$ cat config.mk
export PLATFORM = sky130hd
export DESIGN_NAME = dmem_arbiter
export DESIGN_NICKNAME = d
export VERILOG_FILES = /design/src/rtl/dmem_pkg.sv /design/src/rtl/dmem_lane.sv /design/src/rtl/dmem_arbiter.sv
export SDC_FILE = /design/constraint.sdc
export NUM_CORES = 1
export LEC_CHECK = 0
export BUFFER_PORTS_ARGS = -buffer_cell sky130_fd_sc_hd__buf_4
export CORE_MARGIN = 8
export CORE_UTILIZATION = 30
export CTS_CLUSTER_DIAMETER = 30
export CTS_CLUSTER_SIZE = 28
export DETAILED_ROUTE_END_ITERATION = 12
export PLACE_DENSITY = 0.67
export SKIP_CTS_REPAIR_TIMING = 1
export SLEW_MARGIN = 25
export SYNTH_ARGS = -nofsm -noshare
export SYNTH_HDL_FRONTEND = slang
export SYNTH_SLANG_ARGS = --single-unit
$ cat constraint.sdc
create_clock -name clk -period 6.05 [get_ports clk]
set_clock_uncertainty 0.2 [all_clocks]
set_input_delay 0.9075 -clock clk [delete_from_list [all_inputs] [get_ports clk]]
set_output_delay 0.9075 -clock clk [all_outputs]
set_load 0.005 [all_outputs]
$ cat src/rtl/dmem_pkg.sv
// Shared encodings for the data-memory arbiter: access sizes, FSM states,
// default RAM address width and small alignment helpers.
package dmem_pkg;

    localparam int ADDR_W_DEF = 11;

    // Access size as presented on rqN_size; the reserved code behaves as a word.
    typedef enum logic [1:0] {
        SIZE_WORD = 2'b00,
        SIZE_HALF = 2'b01,
        SIZE_BYTE = 2'b10,
        SIZE_RSVD = 2'b11
    } size_e;

    typedef enum logic [2:0] {
        ST_IDLE   = 3'd0,
        ST_ISSUE  = 3'd1,
        ST_RMW_WR = 3'd2,
        ST_DONE   = 3'd3,
        ST_ERR    = 3'd4
    } state_e;

    // A byte can never be misaligned; halves need an even address; words
    // (and the reserved size) need a 4-byte aligned address.
    function automatic logic is_misaligned(input size_e size, input logic [1:0] off);
        case (size)
            SIZE_HALF: return off[0];
            SIZE_BYTE: return 1'b0;
            default:   return (off != 2'b00);
        endcase
    endfunction

    // Byte and halfword stores need a read-modify-write of the full RAM word.
    function automatic logic is_subword(input size_e size);
        return (size == SIZE_HALF) || (size == SIZE_BYTE);
    endfunction

endpackage

$ cat src/rtl/dmem_lane.sv
// Lane logic between the 32-bit RAM word and a sized access:
// merges store data into the addressed lane and extracts/extends load data.
module dmem_lane
    import dmem_pkg::*;
(
    input  size_e       size,
    input  logic        zext,
    input  logic [1:0]  off,
    input  logic [31:0] wdata,
    input  logic [31:0] mem_word,
    output logic [31:0] merge_word,
    output logic [31:0] load_word
);

    logic [7:0]  byte_sel;
    logic [15:0] half_sel;

    // Pick the addressed lane and extend it to 32 bits for loads.
    always_comb begin
        byte_sel  = mem_word[{off, 3'b000} +: 8];
        half_sel  = off[1] ? mem_word[31:16] : mem_word[15:0];
        load_word = mem_word;
        case (size)
            SIZE_BYTE: load_word = zext ? {24'h0, byte_sel} : {{24{byte_sel[7]}}, byte_sel};
            SIZE_HALF: load_word = zext ? {16'h0, half_sel} : {{16{half_sel[15]}}, half_sel};
            default:   load_word = mem_word;
        endcase
    end

    // Replace only the addressed lane of the old word; full words pass store data through.
    always_comb begin
        merge_word = mem_word;
        case (size)
            SIZE_BYTE: merge_word[{off, 3'b000} +: 8] = wdata[7:0];
            SIZE_HALF: begin
                if (off[1]) merge_word[31:16] = wdata[15:0];
                else        merge_word[15:0]  = wdata[15:0];
            end
            default:   merge_word = wdata;
        endcase
    end

endmodule

$ cat src/rtl/dmem_arbiter.sv
// Two-port round-robin arbiter in front of a single-port synchronous data RAM.
// One command is in flight at a time; sub-word stores use read-modify-write.
// Handshake: in IDLE the arbiter raises rqN_ready for exactly one cycle on the
// granted port while its rqN_valid is high; the command is captured on that
// clock edge and the requester inputs are ignored until the next grant.
// The command later finishes with a one-cycle rqN_done (plus rqN_err/rqN_rdata)
// on the same port only.
module dmem_arbiter
    import dmem_pkg::*;
#(
    parameter int ADDR_W = ADDR_W_DEF
) (
    input  logic              clk,
    input  logic              rst,
    input  logic              rq0_valid,
    output logic              rq0_ready,
    input  logic              rq0_we,
    input  logic [1:0]        rq0_size,
    input  logic              rq0_zext,
    input  logic [31:0]       rq0_addr,
    input  logic [31:0]       rq0_wdata,
    output logic              rq0_done,
    output logic              rq0_err,
    output logic [31:0]       rq0_rdata,
    input  logic              rq1_valid,
    output logic              rq1_ready,
    input  logic              rq1_we,
    input  logic [1:0]        rq1_size,
    input  logic              rq1_zext,
    input  logic [31:0]       rq1_addr,
    input  logic [31:0]       rq1_wdata,
    output logic              rq1_done,
    output logic              rq1_err,
    output logic [31:0]       rq1_rdata,
    output logic              mem_ena,
    output logic              mem_wena,
    output logic [ADDR_W-1:0] mem_addr,
    output logic [31:0]       mem_wdata,
    input  logic [31:0]       mem_rdata
);

    typedef struct packed {
        logic              port;
        logic              we;
        size_e             size;
        logic              zext;
        logic [ADDR_W+1:0] addr;
        logic [31:0]       wdata;
    } cmd_t;

    state_e      state_q, state_d;
    cmd_t        cmd_q, cmd_d;
    logic        last_q, last_d;

    logic        grant;
    logic [1:0]  rdy;
    logic        fsm_done, fsm_err, fsm_ena, fsm_wena;
    logic [31:0] fsm_rdata;
    logic [31:0] merge_word, load_word;

    dmem_lane u_lane (
        .size       (cmd_q.size),
        .zext       (cmd_q.zext),
        .off        (cmd_q.addr[1:0]),
        .wdata      (cmd_q.wdata),
        .mem_word   (mem_rdata),
        .merge_word (merge_word),
        .load_word  (load_word)
    );

    // State, captured command and round-robin pointer; reset lets port 0 win the first tie.
    always_ff @(posedge clk) begin
        if (rst) begin
            state_q <= ST_IDLE;
            cmd_q   <= '0;
            last_q  <= 1'b1;
        end else begin
            state_q <= state_d;
            cmd_q   <= cmd_d;
            last_q  <= last_d;
        end
    end

    // Next-state, grant and RAM control decode.
    always_comb begin
        state_d   = state_q;
        cmd_d     = cmd_q;
        last_d    = last_q;
        grant     = 1'b0;
        rdy       = 2'b00;
        fsm_done  = 1'b0;
        fsm_err   = 1'b0;
        fsm_ena   = 1'b0;
        fsm_wena  = 1'b0;
        fsm_rdata = 32'h0;
        case (state_q)
            ST_IDLE: begin
                if (rq0_valid || rq1_valid) begin
                    // A tie goes to the port not granted last; a lone request wins outright.
                    grant = (rq0_valid && rq1_valid) ? ~last_q : rq1_valid;
                    if (grant) begin
                        cmd_d = '{port: 1'b1, we: rq1_we, size: size_e'(rq1_size), zext: rq1_zext,
                                  addr: rq1_addr[ADDR_W+1:0], wdata: rq1_wdata};
                        rdy   = 2'b10;
                    end else begin
                        cmd_d = '{port: 1'b0, we: rq0_we, size: size_e'(rq0_size), zext: rq0_zext,
                                  addr: rq0_addr[ADDR_W+1:0], wdata: rq0_wdata};
                        rdy   = 2'b01;
                    end
                    last_d  = grant;
                    state_d = is_misaligned(cmd_d.size, cmd_d.addr[1:0]) ? ST_ERR : ST_ISSUE;
                end
            end
            ST_ISSUE: begin
                // Sub-word stores read here and write in RMW_WR; everything else finishes directly.
                fsm_ena  = 1'b1;
                fsm_wena = cmd_q.we && !is_subword(cmd_q.size);
                state_d  = (cmd_q.we && is_subword(cmd_q.size)) ? ST_RMW_WR : ST_DONE;
            end
            ST_RMW_WR: begin
                fsm_ena  = 1'b1;
                fsm_wena = 1'b1;
                state_d  = ST_DONE;
            end
            ST_DONE: begin
                fsm_done  = 1'b1;
                fsm_rdata = cmd_q.we ? 32'h0 : load_word;
                state_d   = ST_IDLE;
            end
            ST_ERR: begin
                fsm_done = 1'b1;
                fsm_err  = 1'b1;
                state_d  = ST_IDLE;
            end
            default: state_d = ST_IDLE;
        endcase
    end

    // Route decode to the ports; reset blanks every output in the same cycle so an
    // aborted command can neither write the RAM nor signal completion.
    always_comb begin
        rq0_ready = 1'b0;
        rq1_ready = 1'b0;
        rq0_done  = 1'b0;
        rq1_done  = 1'b0;
        rq0_err   = 1'b0;
        rq1_err   = 1'b0;
        rq0_rdata = 32'h0;
        rq1_rdata = 32'h0;
        mem_ena   = 1'b0;
        mem_wena  = 1'b0;
        mem_addr  = '0;
        mem_wdata = 32'h0;
        if (!rst) begin
            rq0_ready = rdy[0];
            rq1_ready = rdy[1];
            mem_ena   = fsm_ena;
            mem_wena  = fsm_wena;
            mem_addr  = cmd_q.addr[ADDR_W+1:2];
            mem_wdata = (state_q == ST_RMW_WR) ? merge_word : cmd_q.wdata;
            if (cmd_q.port) begin
                rq1_done  = fsm_done;
                rq1_err   = fsm_err;
                rq1_rdata = fsm_rdata;
            end else begin
                rq0_done  = fsm_done;
                rq0_err   = fsm_err;
                rq0_rdata = fsm_rdata;
            end
        end
    end

endmodule

==> reports/results.tsv, run 1 <==
metric	value	unit
status	finished, final reports clean	
relSlewSlack	30.25	%
period_needed	4.184	ns
timing.hold.ws	0.2788	ns
setup_tns	0	ns
rsz0062_at_grt	false	
final_layout_size_suffix_gt1_share	35.77	%
ir_worst_vdd	0.1689	mV
grt_first_pass_wirelength	30.02	mm
place_congestion	0.8973	
numCtsBuffers	5	
pin_count	287	
power_density	330.5	nW/um^2
synth.avg_cell_area	7.189	um^2
syn_area	4385	um^2
seq_area_frac_synth	24.65	%
crit_slowest_cell	dfxtp_1	
syn2layout_area_growth	46.96	%
drt_wl_total	20.32	mm
netlist_instances	610	
finalNetCount	1001	
antenna_left	0	
synth-main-ff-cell	dfxtp_1	
clock_sinks	54	
netlist-cell-type-count	60	
h-tree-depth	2	
max_cap_viol_count	0	
num_antenna_cells	0	
clockRootBuffer	clkbuf_16	
antenna_found_initial	0	
hold_viol_final	0	
yosys.area.top_type	dfxtp_1	
die_h	136.9	um
min-delay-path-class	reg2reg	
final_common_cell	buf_4	
core_area	14420	um^2
grt_max_degree	62	
track_usage	20.52	%
gr-total-overflow	0	
crit_type	reg2out	
end_kind	primary output	
crit_chain	buf_4 > ha_1 > nor4bb_2 > a22o_1 > a21oi_1 > nor3_1 > buf_4	
synth_area_leaders	dfxtp_1 (25%), nor2_1 (6.6%), nand2_1 (5.6%)	
die_x	136.9	um
synth_nets	790	
slew_viol_final	0	
dieArea	18740	um^2
viasPerCell	5.417	
tightest_slew	1.042	ns
drc	0	
setup_violations	0	
insertion_delay	0.30	ns
rows	44	
vias	5449	
clk_path_buf_depth	2	
worst_setup_path_start_kind	flop	
synthArstFlopShare	0	%
crit_required	4.94	ns
crit_path_frequent_cell	buf_4	
fin_crit_sh	69.16	%
drt_iter0_drc	435	
layout_common_cells	buf_4 (253), nor2_1 (77), nand2_1 (66)	
synth_edf_count	0	
cts.clk_slew.worst_paths	0.08	ns
ys_seq_elements	54	
synth_warnings	0	
cpPeakStageDelay	0.77	ns
synth_top_area_share	24.65	%
cp_max_fo	18	
fillers	1503	
start_util	30.40	%
arrival	3.08	ns
dp_hpwl	15.95	mm
fmax	0.2390	GHz
drt-pass1-iter-count	6	
io_buffers	248	
p_leak	2.921	nW
cts_tree	built	
grt_pass1_vias	5324	
wl_per_cell	20.20	um
-- state kept, by name, indices dropped and copies added, names as in the netlist --
signal,cells
last_q,1
state_q,3
cmd_q,50
-- critical path, delay by kind of cell, from the launching register on --
| family | cells | cell delay (ns) |
|---|---|---|
| buffers and inverters | 2 | 0.51 |
| AOI/OAI and AO/OA | 2 | 0.35 |
| DFF | 1 | 0.77 |
| and+or+nand+nor | 2 | 0.90 |
| adders and majority gates | 1 | 0.22 |
-- cell usage after synthesis, types with 5 or more instances --
cell type and number:
a21o_1 8, a221oi_1 14, nand2_1 66, nand3_1 18, nand2b_1 10, nor3_1 23, clkbuf_1 28, o211ai_1 7
a211oi_1 5, a311oi_1 8, dfxtp_1 54, mux2i_1 9, nor2_1 77, inv_1 31, a22o_1 5, and2_1 5
a22oi_1 16, mux2_2 11, nor2b_1 18, and3_1 12, a21oi_1 48, buf_2 12, a222oi_1 18, ha_1 8
buf_6 6, a31oi_1 16, o21ai_0 27
-- metrics by stage --
stage / instances / util [%] / area [um^2] / power [mW] / worst slack (ns)
2_1_floorplan: 610 / - / 4385 / 1.401 / 2.678
3_3_place_gp: 997 / 43.41 / 6261 / 1.801 / 1.856
3_5_place_dp: 997 / 43.45 / 6267 / 1.809 / 2.202
4_1_cts: 1005 / 44.53 / 6422 / 2.125 / 1.860
5_1_grt: 1006 / 44.68 / 6445 / 2.307 / 1.602
6_report: 1006 / 44.68 / 6445 / 2.130 / 1.866
-- power breakdown --
part | total, mW | switching, mW | internal [mW]
logic | 1.20 | 0.723 | 0.472
registers | 0.626 | 0.153 | 0.473
clock network | 0.309 | 0.142 | 0.167
total | 2.13 | 1.02 | 1.11
-- logic make-up (layout without fill, tap and decap cells) --
| logic type | Yosys count | after routing | share of synthesized area (%) |
|---|---|---|---|
| flip-flops | 54 | 54 | 24.65 |
| AO/OA/AOI/OAI | 195 | 195 | 30.96 |
| buffers and inverters | 81 | 293 | 8.645 |
| multiplexers | 20 | 20 | 4.879 |
| AND/OR/NAND/NOR | 252 | 252 | 28.59 |
| adder cells (fa/ha/maj) | 8 | 8 | 2.283 |
-- final timing paths --
check | start | to | slack [ns] | cells past startpoint
min reg2reg | cmd_q[23] | cmd_q[23] | 0.28 | 2
min | cmd_q[23] | cmd_q[23] | 0.28 | 2
max reg2reg | last_q | state_q[2] | 3.25 | 6
max | cmd_q[33] | mem_wdata[29] | 1.87 | 7
-- area by class of cell --
| class | instances | area, um^2 | share of cell area [%] |
|---|---|---|---|
| Clock buffer | 6 | 138.9 | 2.155 |
| Clock inverter | 2 | 16.27 | 0.2524 |
| Multi-Input combinational cell | 475 | 2948 | 45.74 |
| Sequential cell | 54 | 1081 | 16.77 |
| Timing Repair Buffer | 254 | 1914 | 29.70 |
| Inverter | 31 | 116.4 | 1.805 |
| Tap cell | 184 | 230.2 | 3.572 |
-- routing by layer --
metal	global-route usage, %	up-vias	wire (um)
li1	-	2661	-
met1	26.70	2491	8515
met2	32.25	267	9264
met3	7.012	30	2194
met4	4.164	0	349
met5	0	-	0
Power figures use the tool's default switching activity.
==> run 2, diff against run 1 <==
==> constraint.sdc (replaced) <==
create_clock -name clk -period 3.9 [get_ports clk]
set_clock_uncertainty 0.2 [all_clocks]
set_input_delay 0.585 -clock clk [delete_from_list [all_inputs] [get_ports clk]]
set_output_delay 0.585 -clock clk [all_outputs]
set_load 0.005 [all_outputs]
==> run 2 against run 1 <==
Effect of this change:
- first-iteration DRC count grew 26%
- critical path depth is the same
- worst setup slack lost 1.6 ns
- largest power group unchanged
- routed wire length grew 0.10%
- total power grew 55%
- largest cell class unchanged
- final cell count grew 0.40%
- hold slack lost 0.011 ns
- cell area grew 0.25%
- global-route usage shrank 0.12 points
- highest routed layer unchanged
- clock power grew 55%
- critical endpoint is now rq1_rdata[0]
==> reports/results.tsv, run 2 (synthesis results as in run 1) <==
metric	value	unit	change
fillers	1519		+1.1%
fmax	0.2766	GHz	
status	finished, final reports clean		
min-delay-path-class	in2reg		
h-tree-depth	2		unchanged
cpPeakStageDelay	0.66	ns	-0.11 ns
largest_reg_flops	50		unchanged
antenna_found_initial	0		unchanged
cts.clk_slew.worst_paths	0.08	ns	about the same
drt-pass1-iter-count	7		+1
final_layout_size_suffix_gt1_share	35.84	%	+0.069 points
pin_count	287		unchanged
track_usage	20.41	%	-0.12 points
syn2layout_area_growth	47.33	%	
clk_path_buf_depth	2		unchanged
cts_tree	built		
die_x	136.9	um	unchanged
numCtsBuffers	5		unchanged
power_density	512.2	nW/um^2	+55%
setup_violations	0		unchanged
antenna_left	0		unchanged
internal_power	1.731	mW	+56%
wl_per_cell	20.14	um	-0.29%
tightest_slew	1.011	ns	-0.03150 ns
clock_sinks	54		unchanged
comb_power_share	56.8	%	+0.7 points
switchingPower	1.579	mW	+55%
period_needed	3.616	ns	
seq_area	1081	um^2	unchanged
drc	0		unchanged
max_cap_viol_count	0		unchanged
power_frac_seq	28.7	%	-0.7 points
io_buffers	248		unchanged
vias	5535		+1.6%
ir_worst_vdd	0.2563	mV	+52%
fin_crit_sh	92.71	%	
worst_setup_path_start_kind	flop		
regMostFlops	cmd_q		
cp_max_fo	21		+3
core_area	14420	um^2	unchanged
slew_viol_final	0		unchanged
hold_viol_final	0		unchanged
grt_first_pass_wirelength	29.84	mm	-0.62%
relSlewSlack	32.36	%	+2.1 points
finalNetCount	1005		+0.40%
crit_required	3.12	ns	-1.82 ns
place_congestion	0.8855		-1.3%
crit_type	reg2out		
fin_util	44.80	%	+0.11 points
crit_chain	inv_1 > ha_1 > inv_1 > a21oi_1 > o21ai_0 > a21oi_1 > buf_4		
final_common_cell	buf_4		
grt_max_degree	56		-9.7%
dieArea	18740	um^2	unchanged
multi_input_area	2934	um^2	-0.47%
grt_pass1_vias	5263		-1.1%
clkPwrFrac	14.5	%	about the same
arrival	2.83	ns	-0.25 ns
drt_wl_total	20.35	mm	+0.10%
layout_common_cells	buf_4 (257), nor2_1 (77), nand2_1 (66)		
num_antenna_cells	0		unchanged
rows	44		unchanged
start_util	30.40	%	unchanged
gr-total-overflow	0		unchanged
dp_hpwl	16.02	mm	+0.45%
rsz0062_at_grt	false		
drt_iter0_drc	549		+26%
switching_share	47.70	%	-0.11 points
largestRegisters	cmd_q (50), state_q (3), last_q (1)		
end_kind	primary output		
viasPerCell	5.480		+1.2%
insertion_delay	0.31	ns	about the same
die_h	136.9	um	unchanged
total_power	3.310	mW	+55%
setup_tns	0	ns	unchanged
clockRootBuffer	clkbuf_16		
crit_slowest_cell	ha_1		
p_leak	2.939	nW	+0.65%
==> run 2: path summary, 6_finish.rpt <==
| path | startpoint | endpoint | slack (ns) | depth (start not counted) |
|---|---|---|---|---|
| min | rq1_wdata[0] | cmd_q[0] | 0.27 | 2 |
| max reg2reg | last_q | state_q[2] | 1.37 | 6 |
| max | cmd_q[47] | rq1_rdata[0] | 0.28 | 7 |
| min reg2reg | cmd_q[21] | cmd_q[21] | 0.27 | 2 |
==> run 2: layer usage <==
layer	part of all wire, %	GRT usage (%)	vias up
met2	46	31.90	253
li1	-	-	2674
met3	11	6.645	28
met1	42	26.46	2580
met5	0	0	-
met4	1.7	5.250	0
==> run 2: power groups by stage <==
stage	combinational, mW	clock [mW]	sequential, mW
after floorplan	1.33	0	0.846
after global placement	1.85	0	0.955
after detailed placement	1.86	0	0.957
after CTS	1.86	0.497	0.945
after global routing	2.08	0.510	0.971
final	1.88	0.479	0.951
==> run 2: critical path: cells and delay by family, from the launching register on <==
| family | cells | cell delay, ns |
|---|---|---|
| compound gates | 3 | 0.95 |
| fa+ha+maj | 1 | 0.66 |
| buf+inv | 3 | 0.56 |
| flops | 1 | 0.35 |
==> run 2: stage by stage <==
step	instance area (um^2)	worst slack [ns]	hold WS (ns)	cells
detailed placement	6291	0.6821	0.2562	1001
floorplan	4385	0.8500	0.2371	610
finish	6461	0.2844	0.2678	1010
global route	6461	0.07590	0.2718	1010
CTS	6446	0.3510	0.2564	1009
global placement	6291	0.6911	0.2496	1001
==> run 2: layout make-up <==
class                   count  share of cell area [%]
flip-flops and latches     54                   16.73
clock inverters             2                  0.2517
clock buffers               6                   2.149
well taps                 184                   3.563
repair buffers            258                   30.09
inverters                  31                   1.801
multi-input cells         475                   45.41
